$ cat src/rtl/parity_pkg.sv
// Shared types and constants for the serial parity checker.
package parity_pkg;

  typedef enum logic [1:0] {
    IDLE  = 2'd0,
    SHIFT = 2'd1,
    CHECK = 2'd2
  } state_t;

  localparam logic PARITY_EVEN = 1'b0;
  localparam logic PARITY_ODD  = 1'b1;

  // Wide enough for a population count of a 16-bit word
  localparam int ONES_W = 5;

  // High when the word plus its parity bit violates the requested parity
  function automatic logic parity_fail(input logic cnt_lsb, input logic par, input logic mode);
    return cnt_lsb ^ par ^ mode;
  endfunction

endpackage

$ cat src/rtl/parity_check_datapath.sv
// Shift/count datapath: serially counts ones in the captured word and
// registers the parity verdict when the controller strobes check_en.
module parity_check_datapath
  import parity_pkg::*;
#(
  parameter int DATA_W = 8
) (
  input  logic              clk,
  input  logic              rst_n,
  input  logic              load,
  input  logic              shift_en,
  input  logic              check_en,
  input  logic [DATA_W-1:0] data_in,
  input  logic              parity_in,
  input  logic              parity_mode,
  output logic              last_bit,
  output logic              done,
  output logic              parity_ok,
  output logic              parity_err,
  output logic [ONES_W-1:0] ones_count
);

  localparam int IDX_W = $clog2(DATA_W + 1);

  logic [DATA_W-1:0] shift_reg;
  logic [ONES_W-1:0] count;
  logic [IDX_W-1:0]  bit_idx;
  logic              par_q;
  logic              mode_q;

  assign last_bit = (bit_idx == IDX_W'(DATA_W - 1));

  always_ff @(posedge clk or negedge rst_n) begin
    if (!rst_n) begin
      shift_reg  <= '0;
      count      <= '0;
      bit_idx    <= '0;
      par_q      <= 1'b0;
      mode_q     <= 1'b0;
      done       <= 1'b0;
      parity_ok  <= 1'b0;
      parity_err <= 1'b0;
      ones_count <= '0;
    end else begin
      done <= 1'b0;
      if (load) begin
        shift_reg <= data_in;
        par_q     <= parity_in;
        mode_q    <= parity_mode;
        count     <= '0;
        bit_idx   <= '0;
      end else if (shift_en) begin
        count     <= count + {{(ONES_W-1){1'b0}}, shift_reg[0]};
        shift_reg <= shift_reg >> 1;
        bit_idx   <= bit_idx + IDX_W'(1);
      end
      // Result registers only move here, so they hold between done pulses
      if (check_en) begin
        parity_err <= parity_fail(count[0], par_q, mode_q);
        parity_ok  <= ~parity_fail(count[0], par_q, mode_q);
        ones_count <= count;
        done       <= 1'b1;
      end
    end
  end

endmodule

$ cat config.mk
export PLATFORM = sky130hd
export DESIGN_NAME = parity_check_datapath
export DESIGN_NICKNAME = d
export VERILOG_FILES = /design/src/rtl/parity_pkg.sv /design/src/rtl/parity_check_datapath.sv
export SDC_FILE = /design/constraint.sdc
export NUM_CORES = 1
export LEC_CHECK = 0
export CAP_MARGIN = 10
export CORE_UTILIZATION = 53
export CTS_CLUSTER_SIZE = 24
export DETAILED_ROUTE_END_ITERATION = 10
export MAX_ROUTING_LAYER = met4
export PLACE_DENSITY = 0.8
export SYNTH_ARGS = -nofsm -noshare
export SYNTH_HDL_FRONTEND = slang
export SYNTH_SLANG_ARGS = --single-unit
$ cat constraint.sdc
create_clock -name clk -period 2.1 [get_ports clk]
set_clock_uncertainty 0.1 [all_clocks]
set_input_delay 0.525 -clock clk [delete_from_list [all_inputs] [get_ports clk]]
set_output_delay 0.525 -clock clk [all_outputs]
set_load 0.02 [all_outputs]
Yosys cells after proc, flatten, opt, wreduce, memory -nomap -nowiden
Index checks and enable logic that the tools add are counted.
- bits in writable memories: 0
- output and inout bits: 9
- latch bits: 0
- memories: 0
- register bits after elaboration: 27
- word-level logic and storage cells: 23
- ROM bits: 0
- input bits: 15
- bitwise logic cells: 3
- equal/unequal tests: 1
- reductions and logical operators: 1
- add/subtract/negate cells: 2
- $lt $le $gt $ge: 0
- shift operators: 0
- mux-type cells: 7
- div/mod/pow operators: 0
- multiply operators: 0
- operators by type and width (cell ; number):
    $mux 8 ; 2
    $mux 5 ; 2
    $mux 4 ; 2
    $add 5x1->5 ; 1
    $add 4x1->4 const B ; 1
    $eq 4x3->1 const B ; 1
    $reduce_bool 2->1 ; 1
    $xor 1x1->1 ; 2
    $mux 1 ; 1
    $not 1->1 ; 1

Logic depth before layout (Yosys ltp)
Gate-level depths: netlist of run 1.
- depth after elaboration: 3
- depth in mapped cells: 5
- depth with buffers taken out: 5

Worst setup path after synthesis of run 1
Ideal clock, no wire load.
- path type: flip-flop to output port
- from: register bit_idx[0]
- to: output last_bit
- required time: 1.475 ns
- path buffers: 0
- setup slack: 0.625 ns
- cell stages (with the launch flop): 4
- arrival: 0.850 ns
- cell sequence: dfrtp_1 > ha_1 > nand2_1 > nor2_1
- word-level cells in the longest chain between the ends: 1
- ends and longest elaborated chain (what ; line ; RTL):
    start, declared ; parity_check_datapath.sv:27 ; logic [IDX_W-1:0] bit_idx;
    start signal, assigned ; parity_check_datapath.sv:55 ; bit_idx <= bit_idx + IDX_W'(1);
    $eq 4x3->1 ; parity_check_datapath.sv:31 ; assign last_bit = (bit_idx == IDX_W'(DATA_W - 1));
    end, declared ; parity_check_datapath.sv:16 ; output logic last_bit,
Every way passes these cells.

Worst setup path in the final report of run 1
Same ends and word-level chain as after synthesis.

==> results.yml, run 1 <==
cells_and_area:
  final_util: 0.7215
  area_growth_pct: 24.57
  multiInputGateArea_um2: 452.9
  fillers: 141
  final_cell_mix: "27 x dfrtp_1, 22 x clkdlybuf4s50_1, 12 x nand2_1, 10 x nor2_1, 10 x mux2i_1"
  final_common_cell: "dfrtp_1"
  largest_register_ffs: 8
  n_antenna_cell: 0
  seq_area_um2: 675.6
  drive_above_1_share: 0.1157
  nets: 140
floorplan:
  die_w_um: 49.01
  fp.dieH_um: 49.01
  core_area_um2: 2022
  dieArea_um2: 2401
  start_util: 0.5792
  rows: 16
  pin_count: 24
grt:
  grt_overflow: 0
  antenna_found_initial: 0
  grt_pass1_vias: 718
  grt_use_total: 0.1933
  grt_pass1_wl_um: 3291
  grt_max_degree: 28
yosys:
  netlist_instances: 97
  syn_area_per_cell_um2: 12.07
  ys_ff_latch: 27
  syn_area_um2: 1171
  synth.distinct_cells: 18
  synth_nets: 115
  ys_warn_count: 0
  ys_seq_area_frac: 0.5769
clock_tree:
  clockBufferDepth: 2
  cts_max_level: 1
  cts_buffers: 3
  path_clk_slew_ns: 0.15
  worstSkewPairLatency_ns: 0.33
  ctsRootBufferMaster: "clkbuf_4"
  cts.sinks: 27
  tritoncts: "built"
  cts_setup_buffers: 0
placement:
  io_buffers: 23
  routabilityCongestion: 0.7910
  place_hpwl_um: 1360
setup_path:
  cp.required_ns: 1.47
  crit_path_end_kind: "primary output"
  arrival_ns: 1.35
  path_class: "flip-flop to primary output"
  cp-start-kind: "flip-flop"
  crit_path_max_fanout: 3
drt:
  viasPerCell: 5.189
  wirelength_um: 1864
  num_vias: 768
  drt_iter0_drc: 2
  dr.pass1.iters: 4
  postRouteAntennaNets: 0
  wl_per_cell_um: 12.59
  drc: 0
pwr:
  peakVddDrop_v: 0.0004632
  power_density_nw_per_um2: 672.9
  power_uw: 981.7
  p_leak_uw: 0.0006907
min_path:
  hp-class: "flip-flop to flip-flop"
timing:
  rsz0062_at_grt: "false"
  finalSetupViolCount: 0
  maxSlewHeadroom: 0.7605
  finalHoldViolCount: 0
  finalMaxSlewViolations: 0
  fmax_ghz: 0.5071
  tns_ns: 0
  min_period_ns: 1.972
  tightest_slew_ns: 0.3581
  period_share: 0.9390
run:
  drv_cap: 0
status:
  status: "completed"
==> critical path: stages (launching register included) <==
cell             delay [ns]
dfrtp_1                0.43
ha_1                   0.23
nand2_1                0.06
nor2_1                 0.03
clkdlybuf4s15_1        0.27
==> metal layers <==
layer,share of wire,track usage,wire (um)
met5,0,-,0
met4,0.022,0.1029,41
met3,0.030,0.03738,55
met2,0.50,0.2986,930
met1,0.45,0.2416,837
==> per-stage QoR <==
stage / setup slack, ns / hold WS (ns) / instances / area, um2
floorplan: 0.6252 / 0.1294 / 97 / 1171
global placement: 0.2382 / 0.3769 / 144 / 1431
detailed placement: 0.1848 / 0.3853 / 144 / 1431
CTS: 0.07937 / 0.4179 / 148 / 1458
global route: 0.02117 / 0.4423 / 148 / 1459
finish: 0.1280 / 0.4167 / 148 / 1459
==> report_power, final <==
| group | leakage, uW | switching [uW] | internal (uW) |
|---|---|---|---|
| clock | 0.0000177 | 151 | 71.4 |
| sequential | 0.000349 | 25.4 | 559 |
| combinational | 0.000324 | 77.2 | 97.8 |
| total | 0.000691 | 254 | 728 |
==> cell families after synthesis <==
group | count (synthesis) | share of synthesized area
flip-flops | 27 | 0.5769
XOR/XNOR | 7 | 0.06517
multiplexers | 17 | 0.1528
buffers and inverters | 7 | 0.03632
AND/OR/NAND/NOR | 26 | 0.09189
AO/OA/AOI/OAI | 10 | 0.04487
adder cells (fa/ha/maj) | 3 | 0.03205
==> final cells by class <==
class | instances | area share
clock inverters | 1 | 0.003431
clock buffers | 3 | 0.01544
inverters | 1 | 0.002573
well taps | 27 | 0.02316
multi-input cells | 63 | 0.3105
flip-flops and latches | 27 | 0.4631
repair buffers | 26 | 0.1818
==> synth_stat cells, drive strengths merged <==
cell type,count,area [um2]
buf,6,38.79
nor2,10,37.54
xor3,1,23.77
o21a,1,7.510
mux2,7,78.83
o21ai,9,45.04
xnor2,1,8.760
dfrtp,27,675.7
xor2,5,43.79
mux2i,10,100.1
inv,1,3.750
nand4,3,18.77
nand2b,1,6.260
ha,3,37.54
nand2,12,45.04
==> what timing repair did <==
item,4_1_cts,5_1_grt
cloned,0,0
hold endpoints to repair,0,0
resized for setup,1,1
hold buffers,0,0
setup endpoints to repair,1,1
==> final timing paths <==
check	start	end	slack [ns]	depth (start not counted)
worst max-delay path	bit_idx[0]	last_bit	0.13	4
worst min-delay path	parity_ok	parity_ok	0.42	1
worst max register to register	count[0]	count[4]	0.70	5
worst min register to register	parity_ok	parity_ok	0.42	1
max in group asynchronous	rst_n	shift_reg[5]	1.20	2
min in group asynchronous	rst_n	count[1]	0.45	2
No activity file was read; power rests on OpenSTA's default activity.
==> run 2: changes to the inputs <==
--- a/config.mk
+++ b/config.mk
@@ -6,11 +6,11 @@
 export NUM_CORES = 1
 export LEC_CHECK = 0
 export CAP_MARGIN = 10
-export CORE_UTILIZATION = 53
+export CORE_UTILIZATION = 45
 export CTS_CLUSTER_SIZE = 24
 export DETAILED_ROUTE_END_ITERATION = 10
 export MAX_ROUTING_LAYER = met4
-export PLACE_DENSITY = 0.8
+export PLACE_DENSITY = 0.69
 export SYNTH_ARGS = -nofsm -noshare
 export SYNTH_HDL_FRONTEND = slang
 export SYNTH_SLANG_ARGS = --single-unit
==> run 2 against run 1 <==
Via count decreased by 0.91%. Fmax decreased by 2.0%. Global-route usage decreased by 4.7 points. Worst setup slack got worse by 0.040 ns. Sequential share of layout area decreased by 0.55 points.
==> results.yml, run 2 (synthesized netlist as in run 1, its figures left out) <==
placement:
  place_hpwl_um: 1299
  routabilityCongestion: 0.7102
  io_buffers: 23
  dpl_cell_area_um2: 1448
grt:
  antenna_found_initial: 0
  grt_max_degree: 28
  grt_pass1_vias: 705
  grt_overflow: 0
  grt_pass1_wl_um: 2842
  grt_use_total: 0.1460
setup_path:
  crit_slowest_cell: "dfrtp_1"
  slowest_delay_ns: 0.44
  critical_path_buf_inv_count: 1
  critPathTopFamily: "flip-flops"
  crit_cells: 4
  cp-start-kind: "flip-flop"
  ff2ff_path_depth: 5
  path_cells: "ha_1, nand2_1, nor2_1, dlygate4sd2_1"
  crit_path_end_kind: "primary output"
  cp.required_ns: 1.47
  arrival_ns: 1.39
  path_class: "flip-flop to primary output"
  crit_path_max_fanout: 3
drt:
  viasPerCell: 5.040
  postRouteAntennaNets: 0
  wl_per_cell_um: 11.85
  num_vias: 761
  drt_iter0_drc: 3
  drc: 0
  dr.pass1.iters: 2
  wirelength_um: 1790
cells_and_area:
  final_util: 0.5960
  drive_above_1_share: 0.1157
  final_common_cell: "dfrtp_1"
  final_cell_mix: "27 x dfrtp_1, 22 x clkdlybuf4s50_1, 12 x nand2_1, 10 x nor2_1, 10 x mux2i_1"
  nets: 140
  area_growth_pct: 26.07
  largest_register_ffs: 8
  stdcell_area_um2: 1476
  n_antenna_cell: 0
clock_tree:
  cts_setup_buffers: 0
  hold_buffers: 0
  tritoncts: "built"
  ctsRootBufferMaster: "clkbuf_4"
  path_clk_slew_ns: 0.15
  clockBufferDepth: 2
  cts_max_level: 1
  worstSkewPairLatency_ns: 0.33
  cts.sinks: 27
  cts_buffers: 3
  cts_resized: 1
timing:
  finalMaxSlewViolations: 0
  finalSetupViolCount: 0
  min_period_ns: 2.012
  finalHoldViolCount: 0
  rsz0062_at_grt: "false"
  maxSlewHeadroom: 0.7602
  fmax_ghz: 0.4971
  period_share: 0.9579
  tns_ns: 0
  tightest_slew_ns: 0.3585
floorplan:
  rows: 18
  pin_count: 24
  core_area_um2: 2477
  die_w_um: 53.02
  dieArea_um2: 2811
  start_util: 0.4727
  fp.dieH_um: 53.02
pwr:
  switching_share: 0.2571
  p_comb_frac: 0.181
  power_switching_uw: 253.3
  p_int_uw: 732.0
  p_leak_uw: 0.0006953
  peakVddDrop_v: 0.0004578
  power_density_nw_per_um2: 667.4
  p_clk_frac: 0.228
  pwr-share-seq: 0.591
run:
  drv_cap: 0
min_path:
  hp-class: "flip-flop to flip-flop"
  holdPathStages: 1
status:
  status: "completed"
==> run 2: cell type report <==
class | count | area [um2]
Clock inverter | 1 | 7.507
Clock buffer | 3 | 22.52
Tap cell | 30 | 37.54
Timing Repair Buffer | 26 | 276.5
Fill cell | 221 | 1001
Sequential cell | 27 | 675.6
Inverter | 1 | 3.754
Multi-Input combinational cell | 63 | 452.9
==> run 2: worst paths after layout <==
| path | from | to | slack [ns] |
|---|---|---|---|
| worst min register to register | parity_ok | parity_ok | 0.42 |
| worst min-delay path | parity_ok | parity_ok | 0.42 |
| worst max register to register | count[0] | count[4] | 0.73 |
| min in group asynchronous | rst_n | count[4] | 0.44 |
| worst max-delay path | bit_idx[0] | last_bit | 0.09 |
| max in group asynchronous | rst_n | shift_reg[0] | 1.21 |
==> run 2: power groups by stage <==
stage                     sequential, uW  clock (uW)  combinational [uW]
after detailed placement             594           0                 180
after global routing                 588         260                 197
final                                583         224                 178
after floorplan                      606           0                82.1
after CTS                            583         235                 181
after global placement               591           0                 175
==> run 2: metrics by stage <==
stage | power [uW] | std cells | setup slack, ns | hold WS [ns]
global placement | 766.3 | 147 | 0.2345 | 0.3759
CTS | 999.4 | 151 | 0.07490 | 0.4202
floorplan | 687.9 | 97 | 0.6252 | 0.1294
global route | 1045 | 151 | 0.008976 | 0.4434
finish | 985.3 | 151 | 0.08836 | 0.4154
detailed placement | 774.3 | 147 | 0.1900 | 0.3871
==> run 2: routing by layer <==
layer	share of wire	vias to the layer above	routed length, um	track usage
met2	0.48	13	861	0.2257
met1	0.46	371	822	0.1813
li1	-	372	-	-
met5	0	-	0	-
met3	0.036	5	64	0.02586
met4	0.023	0	42	0.07895
==> run 2: worst register-to-register path, stage by stage (launching register included) <==
cell and delay [ns]:
dfrtp_1 0.45, ha_1 0.22, ha_1 0.19, nand4_1 0.10, xor2_1 0.15, nor2_1 0.05
